### src/rtl/i2cmb_wb_sequencer.sv
`default_nettype none
// ============================================================================
// Module   : i2cmb_wb_sequencer
// Purpose  : Wishbone master that turns one I2C transaction request into the
//            iicmb CSR/DPR/CMDR register-access sequence.
// Revision : 1.0
// ============================================================================
module i2cmb_wb_sequencer #(
    parameter int LEN_W   = 8,
    parameter int TIMEOUT = 65535
) (
    input  logic             clk_i,
    input  logic             rst_n_i,
    input  logic             req_valid_i,
    output logic             req_ready_o,
    input  logic [3:0]       req_bus_i,
    input  logic [6:0]       req_addr_i,
    input  logic             req_rd_i,
    input  logic [LEN_W-1:0] req_len_i,
    input  logic             wdata_valid_i,
    input  logic [7:0]       wdata_i,
    output logic             wdata_ready_o,
    output logic             rdata_valid_o,
    output logic [7:0]       rdata_o,
    output logic             done_o,
    output logic [1:0]       status_o,
    output logic             busy_o,
    output logic             cyc_o,
    output logic             stb_o,
    output logic             we_o,
    output logic [1:0]       adr_o,
    output logic [7:0]       dat_o,
    input  logic [7:0]       dat_i,
    input  logic             ack_i,
    input  logic             irq_i
);
    localparam int              TO_W    = $clog2(TIMEOUT + 1);
    localparam logic [TO_W-1:0] TO_LAST = TO_W'(TIMEOUT - 1);

    localparam logic [3:0] S_IDLE = 4'd0, S_EN  = 4'd1, S_DPR  = 4'd2, S_CMD  = 4'd3,
                           S_IRQ  = 4'd4, S_STS = 4'd5, S_WDAT = 4'd6, S_RDPR = 4'd7,
                           S_DONE = 4'd8;
    localparam logic [2:0] PH_BUS = 3'd0, PH_START = 3'd1, PH_ADDR = 3'd2,
                           PH_DATA = 3'd3, PH_STOP = 3'd4;
    localparam logic [7:0] CMD_WRITE = 8'h01, CMD_RDACK = 8'h02, CMD_RDNAK = 8'h03,
                           CMD_START = 8'h04, CMD_STOP = 8'h05, CMD_SETBUS = 8'h06;
    localparam logic [1:0] ST_OK = 2'b00, ST_NAK = 2'b01, ST_AL = 2'b10, ST_ERR = 2'b11;

    logic [3:0]       state_q, state_d;
    logic [2:0]       ph_q, ph_d;
    logic [7:0]       cmd_q, cmd_d, opnd_q, opnd_d, rdata_q, rdata_d;
    logic [3:0]       bus_q, bus_d, last_bus_q, last_bus_d;
    logic [6:0]       addr_q, addr_d;
    logic             rd_q, rd_d, rdv_q, rdv_d, ack_q, ack_d;
    logic [LEN_W-1:0] rem_q, rem_d;
    logic [1:0]       pend_q, pend_d, status_q, status_d;
    logic             core_en_q, core_en_d, bus_valid_q, bus_valid_d;
    logic [TO_W-1:0]  tmo_q, tmo_d;
    logic             w_wb, w_we, w_cyc, w_ack, w_stop;
    logic [1:0]       w_adr;
    logic [7:0]       w_dat;

    always_ff @(posedge clk_i or negedge rst_n_i) begin
        if (!rst_n_i) begin
            state_q     <= S_IDLE;
            ph_q        <= PH_BUS;
            cmd_q       <= 8'h00;
            opnd_q      <= 8'h00;
            rdata_q     <= 8'h00;
            bus_q       <= 4'h0;
            last_bus_q  <= 4'h0;
            addr_q      <= 7'h00;
            rd_q        <= 1'b0;
            rdv_q       <= 1'b0;
            ack_q       <= 1'b0;
            rem_q       <= '0;
            pend_q      <= ST_OK;
            status_q    <= ST_OK;
            core_en_q   <= 1'b0;
            bus_valid_q <= 1'b0;
            tmo_q       <= '0;
        end else begin
            state_q     <= state_d;
            ph_q        <= ph_d;
            cmd_q       <= cmd_d;
            opnd_q      <= opnd_d;
            rdata_q     <= rdata_d;
            bus_q       <= bus_d;
            last_bus_q  <= last_bus_d;
            addr_q      <= addr_d;
            rd_q        <= rd_d;
            rdv_q       <= rdv_d;
            ack_q       <= ack_d;
            rem_q       <= rem_d;
            pend_q      <= pend_d;
            status_q    <= status_d;
            core_en_q   <= core_en_d;
            bus_valid_q <= bus_valid_d;
            tmo_q       <= tmo_d;
        end
    end

    always_comb begin
        state_d     = state_q;
        ph_d        = ph_q;
        cmd_d       = cmd_q;
        opnd_d      = opnd_q;
        rdata_d     = rdata_q;
        bus_d       = bus_q;
        last_bus_d  = last_bus_q;
        addr_d      = addr_q;
        rd_d        = rd_q;
        rdv_d       = 1'b0;
        ack_d       = w_ack;
        rem_d       = rem_q;
        pend_d      = pend_q;
        status_d    = status_q;
        core_en_d   = core_en_q;
        bus_valid_d = bus_valid_q;
        tmo_d       = '0;
        w_stop      = 1'b0;
        case (state_q)
            S_IDLE: begin
                if (!core_en_q) begin
                    state_d = S_EN;
                end else if (req_valid_i) begin
                    bus_d  = req_bus_i;
                    addr_d = req_addr_i;
                    rd_d   = req_rd_i;
                    rem_d  = req_len_i;
                    pend_d = ST_OK;
                    if (bus_valid_q && req_bus_i == last_bus_q) begin
                        ph_d    = PH_START;
                        cmd_d   = CMD_START;
                        state_d = S_CMD;
                    end else begin
                        ph_d    = PH_BUS;
                        opnd_d  = {4'h0, req_bus_i};
                        cmd_d   = CMD_SETBUS;
                        state_d = S_DPR;
                    end
                end
            end
            S_EN: if (w_ack) begin
                core_en_d = 1'b1;
                state_d   = S_IDLE;
            end
            S_DPR: if (w_ack) state_d = S_CMD;
            S_CMD: if (w_ack) state_d = S_IRQ;
            S_IRQ: begin
                if (irq_i) begin
                    state_d = S_STS;
                end else if (tmo_q == TO_LAST) begin
                    pend_d      = ST_ERR;
                    core_en_d   = 1'b0;
                    bus_valid_d = 1'b0;
                    state_d     = S_DONE;
                end else begin
                    tmo_d = tmo_q + 1'b1;
                end
            end
            S_STS: if (w_ack) begin
                // Status bits: 7 DON, 6 NAK, 5 AL, 4 ERR
                if (dat_i[4]) begin
                    pend_d      = ST_ERR;
                    core_en_d   = 1'b0;
                    bus_valid_d = 1'b0;
                    state_d     = S_DONE;
                end else if (dat_i[5]) begin
                    pend_d      = ST_AL;
                    bus_valid_d = 1'b0;
                    state_d     = S_DONE;
                end else if (dat_i[6] && (ph_q == PH_ADDR || ph_q == PH_DATA)) begin
                    pend_d = ST_NAK;
                    w_stop = 1'b1;
                end else begin
                    case (ph_q)
                        PH_BUS: begin
                            bus_valid_d = 1'b1;
                            last_bus_d  = bus_q;
                            ph_d        = PH_START;
                            cmd_d       = CMD_START;
                            state_d     = S_CMD;
                        end
                        PH_START: begin
                            ph_d    = PH_ADDR;
                            opnd_d  = {addr_q, rd_q};
                            cmd_d   = CMD_WRITE;
                            state_d = S_DPR;
                        end
                        PH_ADDR: begin
                            if (rem_q == '0) begin
                                w_stop = 1'b1;
                            end else begin
                                ph_d = PH_DATA;
                                if (rd_q) begin
                                    cmd_d   = (rem_q == LEN_W'(1)) ? CMD_RDNAK : CMD_RDACK;
                                    state_d = S_CMD;
                                end else begin
                                    state_d = S_WDAT;
                                end
                            end
                        end
                        PH_DATA: begin
                            if (rd_q) begin
                                state_d = S_RDPR;
                            end else if (rem_q == LEN_W'(1)) begin
                                w_stop = 1'b1;
                            end else begin
                                rem_d   = rem_q - 1'b1;
                                state_d = S_WDAT;
                            end
                        end
                        default: state_d = S_DONE;
                    endcase
                end
            end
            S_WDAT: if (wdata_valid_i) begin
                opnd_d  = wdata_i;
                cmd_d   = CMD_WRITE;
                state_d = S_DPR;
            end
            S_RDPR: if (w_ack) begin
                rdata_d = dat_i;
                rdv_d   = 1'b1;
                if (rem_q == LEN_W'(1)) begin
                    w_stop = 1'b1;
                end else begin
                    rem_d   = rem_q - 1'b1;
                    cmd_d   = (rem_q == LEN_W'(2)) ? CMD_RDNAK : CMD_RDACK;
                    state_d = S_CMD;
                end
            end
            S_DONE: begin
                status_d = pend_q;
                state_d  = S_IDLE;
            end
            default: state_d = S_IDLE;
        endcase
        if (w_stop) begin
            ph_d    = PH_STOP;
            cmd_d   = CMD_STOP;
            state_d = S_CMD;
        end
    end

    always_comb begin
        w_wb  = 1'b0;
        w_we  = 1'b0;
        w_adr = 2'd0;
        w_dat = 8'h00;
        case (state_q)
            S_EN:   begin w_wb = 1'b1; w_we = 1'b1; w_adr = 2'd0; w_dat = 8'hC0;  end
            S_DPR:  begin w_wb = 1'b1; w_we = 1'b1; w_adr = 2'd1; w_dat = opnd_q; end
            S_CMD:  begin w_wb = 1'b1; w_we = 1'b1; w_adr = 2'd2; w_dat = cmd_q;  end
            S_STS:  begin w_wb = 1'b1; w_adr = 2'd2; end
            S_RDPR: begin w_wb = 1'b1; w_adr = 2'd1; end
            default: ;
        endcase
        // One idle cycle after every ack keeps accesses separated on the bus
        w_cyc         = w_wb && !ack_q;
        w_ack         = w_cyc && ack_i;
        cyc_o         = w_cyc;
        stb_o         = w_cyc;
        we_o          = w_cyc && w_we;
        adr_o         = w_cyc ? w_adr : 2'd0;
        dat_o         = w_cyc ? w_dat : 8'h00;
        req_ready_o   = (state_q == S_IDLE) && core_en_q;
        wdata_ready_o = (state_q == S_WDAT);
        done_o        = (state_q == S_DONE);
        busy_o        = (state_q != S_IDLE) && (state_q != S_EN);
        status_o      = (state_q == S_DONE) ? pend_q : status_q;
        rdata_valid_o = rdv_q;
        rdata_o       = rdata_q;
    end

endmodule
`default_nettype wire

### config.mk
export PLATFORM = sky130hd
export DESIGN_NAME = i2cmb_wb_sequencer
export DESIGN_NICKNAME = d
export VERILOG_FILES = /design/src/rtl/i2cmb_wb_sequencer.sv
export SDC_FILE = /design/constraint.sdc
export NUM_CORES = 1
export LEC_CHECK = 0
export BUFFER_PORTS_ARGS = -buffer_cell sky130_fd_sc_hd__buf_4
export CORE_MARGIN = 2
export CORE_UTILIZATION = 57
export DETAILED_ROUTE_END_ITERATION = 16
export PLACE_DENSITY = 0.81
export SLEW_MARGIN = 20
export SYNTH_ARGS = -nofsm -noshare
export SYNTH_HDL_FRONTEND = slang
export SYNTH_SLANG_ARGS = --single-unit
### constraint.sdc
create_clock -name clk_i -period 3 [get_ports clk_i]
set_input_delay 0.6 -clock clk_i [delete_from_list [all_inputs] [get_ports clk_i]]
set_output_delay 0.6 -clock clk_i [all_outputs]
set_load 0.1 [all_outputs]
# Yosys cells after proc, flatten, opt, wreduce, memory -nomap -nowiden
# Index checks and enable logic that the tools add are counted.
[classes]
n_addsub = 2
div_mod_pow = 0
shift = 0
mul = 0
n_lt_le_gt_ge = 0
bitwise = 3
muxes = 114
n_eq_ne = 55
reduce_logical = 35
[op_table]
columns = ["cell", "count"]
rows = [
  ["$mux W8", 32],
  ["$pmux W8 S3", 4],
  ["$mux W4", 18],
  ["$mux W16", 3],
  ["$ne A3 B3 Y1 const B", 11],
  ["$pmux W4 S8", 1],
  ["$pmux W8 S4", 1],
  ["$ne A2 B2 Y1 const B", 15],
  ["$mux W3", 9],
  ["$mux W1", 26],
  ["$ne A4 B4 Y1 const B", 6],
  ["$mux W2", 11],
  ["$reduce_and A10 Y1", 2],
  ["$reduce_and A6 Y1", 3],
  ["$add A16 B1 Y16 const B", 1],
  ["$eq A16 B16 Y1 const B", 1],
  ["$eq A4 B3 Y1 const B", 4],
  ["$pmux W4 S4", 1],
  ["$reduce_bool A3 Y1", 5],
  ["$reduce_and A13 Y1", 1],
  ["$reduce_and A12 Y1", 1],
  ["$pmux W3 S3", 1],
  ["$reduce_and A9 Y1", 1],
  ["$eq A4 B2 Y1 const B", 2],
  ["other kinds (37)", 49],
]
[word_totals]
rom_bits = 0
latch_bits = 0
inputBits = 42
wordCells = 226
out_inout_bits = 28
reg_bits = 79
mem_bits_rw = 0
n_memories = 0

# Longest topological paths before layout
[depth]
depth_word = 11
depth_mapped = 9

# Least setup slack after synthesis
# OpenSTA, ideal clock, no wires.
[synth_path]
path_kind = "reg-to-output"
start = "register state_q[0]"
end = "output we_o"
arrival_time_ns = 4.013
stages_incl_launch_ff = 6
slack_ns = -1.613
n_path_buf = 3
path_cell_list = "dfrtp_1 -> buf_4 -> clkbuf_1 -> buf_1 -> nor2_1 -> nor4_1"
[synth_between]
elab_chain_cells = 5
word_cells_on_any_way = 11
cone_classes = "eq/ne: 5; mux: 2; reduce/logical: 4"
[synth_rtl]
columns = ["element", "line", "text"]
rows = [
  ["start: declaration", "49", "logic [3:0] state_q, state_d;"],
  ["start signal: assignment", "83", "state_q <= state_d;"],
  ["$eq A4 B3 Y1 (tied with other cells)", "252", "case (state_q)"],
  ["$reduce_or A5 Y1 (no source line)", "-", ""],
  ["$mux W1", "252", ""],
  ["$logic_and A1 B1 Y1", "261", "w_cyc = w_wb && !ack_q;"],
  ["$logic_and A1 B1 Y1 *", "265", "we_o = w_cyc && w_we;"],
  ["end: declaration", "30", "output logic we_o,"],
]
# Mark *: on every way between the ends. The rest lies on a longest branch, timed or not.

# Worst setup path in the final report
[layout_path]
start = "register state_q[0]"
end = "output req_ready_o"
[layout_between]
elab_chain_cells = 2
[layout_rtl]
columns = ["element", "line", "text"]
rows = [
  ["$logic_not A4 Y1", "268", "req_ready_o = (state_q == S_IDLE) && core_en_q;"],
  ["$logic_and A1 B1 Y1", "268", ""],
  ["end: declaration", "15", "output logic req_ready_o,"],
]
# Every way passes these cells.

==> flow_summary.yaml <==
sta:
  rsz0062_at_grt: "false"
  fmax_mhz: 349.0
  period_share_pct: 95.52
  finalClockSkew_ps: 11.57
  fin_setup_tns_ps: 0
  tightest_slew_ps: 902.6
  finalHoldViolations: 0
  max_slew_margin_pct: 39.83
  setup_viol: 0
  period_needed_ps: 2866
  slew_viol_final: 0
synth:
  synthArstFlopShare_pct: 100.0
  ys_seq_elements: 74
  syn_area_sq_um: 4248
  yosys.area.top_type: "dfrtp_1"
  synth-seq-area-share_pct: 43.59
  synthAdderAreaFrac_pct: 1.767
  synth_compound_area_share_pct: 15.20
  synth_top_family_by_area: "simple AND/OR/NAND/NOR gates"
  synth_top_area_share_pct: 43.59
  synth_top_flop_cell: "dfrtp_1"
  synth_nets: 496
  synth.top_cells.by_area: "dfrtp_1 (44%), mux2_2 (9.3%), nor2_1 (6.2%)"
  synth_mux_area_share_pct: 11.22
  yosysWarnings: 0
  synth_xor_area_share_pct: 3.711
  syn_inst: 448
  synth_edf_count: 0
  avgSynthCellArea_sq_um: 9.482
  synthSimpleGateAreaFrac_pct: 20.50
  synth_cell_types: 60
power:
  p_leak_nw: 2.311
  switching_share_pct: 50.61
  power_frac_comb_pct: 56.1
  finalPower_mw: 5.940
  max-vdd-ir-drop_v: 0.0004641
  p_sw_mw: 3.007
  clkPwrFrac_pct: 15.4
  seqPwrFrac_pct: 28.5
  pwr_density_cell_nw_per_um2: 1153
  p_int_mw: 2.934
worst_setup_path:
  crit_end: "req_ready_o"
  crit_path_start: "state_q[0]$_DFFE_PN0P_"
  path_class: "register to primary output"
  worstSetupStartpointType: "register"
  cp.arrival_ps: 2270
  slowest_delay_ps: 800
  r2r_slack_ps: 390
  crit_required_ps: 2400
  path_max_fanout: 20
  critical_path.cell_chain: "or4_1, nor2_2, buf_4"
  critPathCaptureType: "primary output"
  reg2reg_depth: 6
  worstReg2RegEnd: "cmd_q[0]$_DFFE_PN0P_"
  reg2reg_from: "state_q[0]$_DFFE_PN0P_"
  slowest_stage: "or4_1"
finish:
  final_nets: 567
  drive_gt1_share_pct: 28.11
  instances_no_fill: 622
  final_common_cell: "buf_4"
  antenna_cells: 0
  synthToLayoutAreaGrowth_pct: 21.30
  final_cell_mix: "buf_4 (84), dfrtp_1 (74), nor2_1 (69)"
  fin_area_sq_um: 5152
  utilization_pct: 71.04
clock_tree:
  worstSkewPairLatency_ps: 350
  htreeDepth: 3
  root_buffer: "clkbuf_8"
  cts_tree: "done"
  cts_buffer_depth: 2
  hold_buffers: 0
  path_clk_slew_ps: 80
  cts_made_buffers: 9
  cts_resized: 0
  clock_sinks: 74
  cts_setup_buffers: 0
placed_design:
  placed_cells: 607
  dpl_cell_area_sq_um: 4921
  gp_congestion: 0.9998
  portBuffers: 69
  hpwl_um: 7612
detailed_routing:
  vias: 3719
  routed_wl_um: 10540
  wl_per_cell_um: 16.94
  drt_iter0_drc: 377
  firstDrtPassIters: 6
  viasPerCell: 5.979
  route.detailed.drc: 0
  ant_nets: 0
global_routing:
  track_usage_pct: 27.77
  grt_overflow_total: 0
  grt_pass1_vias: 3735
  grt_antenna_before_repair: 0
  grt_pass1_wl_um: 18240
  grt_max_degree: 75
floorplanning:
  io_pins: 70
  die_x_um: 90.33
  die_h_um: 90.33
  die_area_sq_um: 8159
  coreArea_sq_um: 7253
  fp-row-count: 31
  initial_core_util_pct: 58.56
status:
  outcome: "complete, no violations"
flow_run:
  drv_cap: 0
hold_path:
  min_path_type: "input port to asynchronous set/reset pin"
-- area by class of cell --
type / instances / area [sq um]
inverters: 15 / 56.30
flip-flops and latches: 74 / 1852
multi-input cells: 335 / 2258
fillers: 573 / 2101
clock buffers: 10 / 127.6
well taps: 99 / 123.9
repair buffers: 84 / 630.6
clock inverters: 5 / 103.9
-- critical path: cells and delay by family (launching register included) --
kind,cells,cell delay (ps)
AND/OR/NAND/NOR,2,970
flip-flops,1,640
buffers and inverters,1,310
-- registers in the layout, indices dropped and copies added (netlist names), 2 cells and up --
signal,cells
pend_q,2
bus_q,4
rem_q,8
status_q,2
rdata_o,8
ph_q,3
opnd_q,8
addr_q,7
cmd_q,3
tmo_q,16
state_q,4
last_bus_q,4
-- synthesized netlist by cell type (3+ instances only) --
| library cell | count |
|---|---|
| o22a_1 | 5 |
| xor2_1 | 10 |
| inv_1 | 15 |
| nand2_1 | 21 |
| nor3_1 | 9 |
| clkbuf_1 | 12 |
| a22o_1 | 4 |
| o21ai_0 | 17 |
| nand4_1 | 7 |
| o22ai_1 | 9 |
| and2_1 | 4 |
| nand2b_1 | 10 |
| buf_4 | 4 |
| a22oi_1 | 3 |
| ha_1 | 6 |
| and3_1 | 3 |
| nor2b_1 | 8 |
| nor2_1 | 70 |
| mux2i_1 | 6 |
| nand3_1 | 11 |
| or4_1 | 3 |
| a31oi_1 | 8 |
| o31ai_1 | 3 |
| dfrtp_1 | 74 |
| and4_1 | 3 |
| buf_2 | 7 |
| a211oi_1 | 4 |
| xnor2_1 | 8 |
| a21oi_1 | 27 |
| mux2_2 | 35 |
| nor4_1 | 4 |
-- power groups by stage --
stage | Clock (mW) | Sequential (mW) | Combinational, mW
6_report | 0.913 | 1.69 | 3.33
3_3_place_gp | 0 | 1.68 | 3.26
2_1_floorplan | 0 | 1.88 | 2.40
5_1_grt | 0.980 | 1.75 | 3.56
3_5_place_dp | 0 | 1.70 | 3.31
4_1_cts | 0.933 | 1.68 | 3.33
-- per-layer routing --
| layer | track usage, % | wire (um) |
|---|---|---|
| met1 | 36.90 | 4510 |
| met2 | 45.74 | 5116 |
| met3 | 4.674 | 618 |
| met4 | 10.90 | 291 |
| met5 | 0 | 0 |
-- metrics by stage --
step | hold WS [ps] | setup slack (ps)
2_1_floorplan | 304.4 | -337.5
3_3_place_gp | 468.8 | 509.8
3_5_place_dp | 473.6 | 455.8
4_1_cts | 410.7 | 155.8
5_1_grt | 442.0 | 30.09
6_report | 367.8 | 134.3
-- cell families (layout without fill, tap and decap cells) --
| family | after synthesis | in the layout |
|---|---|---|
| buf+inv | 39 | 114 |
| fa+ha+maj | 6 | 6 |
| flops | 74 | 74 |
| mux | 43 | 43 |
| compound gates | 100 | 100 |
| simple gates | 168 | 168 |
| xor+xnor | 18 | 18 |
-- how the worst min path moves through the flow --
stage	from	end	slack (ps)	depth (start not counted)
after floorplan	rst_n_i	ack_q$_DFF_PN0_	300	0
after global placement	pend_q[1]$_DFFE_PN0P_	pend_q[1]$_DFFE_PN0P_	470	1
after detailed placement	pend_q[1]$_DFFE_PN0P_	pend_q[1]$_DFFE_PN0P_	470	1
after CTS	rst_n_i	rem_q[2]$_DFFE_PN0P_	410	1
after global routing	rst_n_i	status_q[0]$_DFF_PN0_	440	1
final	rst_n_i	rem_q[4]$_DFFE_PN0P_	370	1
Note: power is estimated with default switching activity, not from simulation.
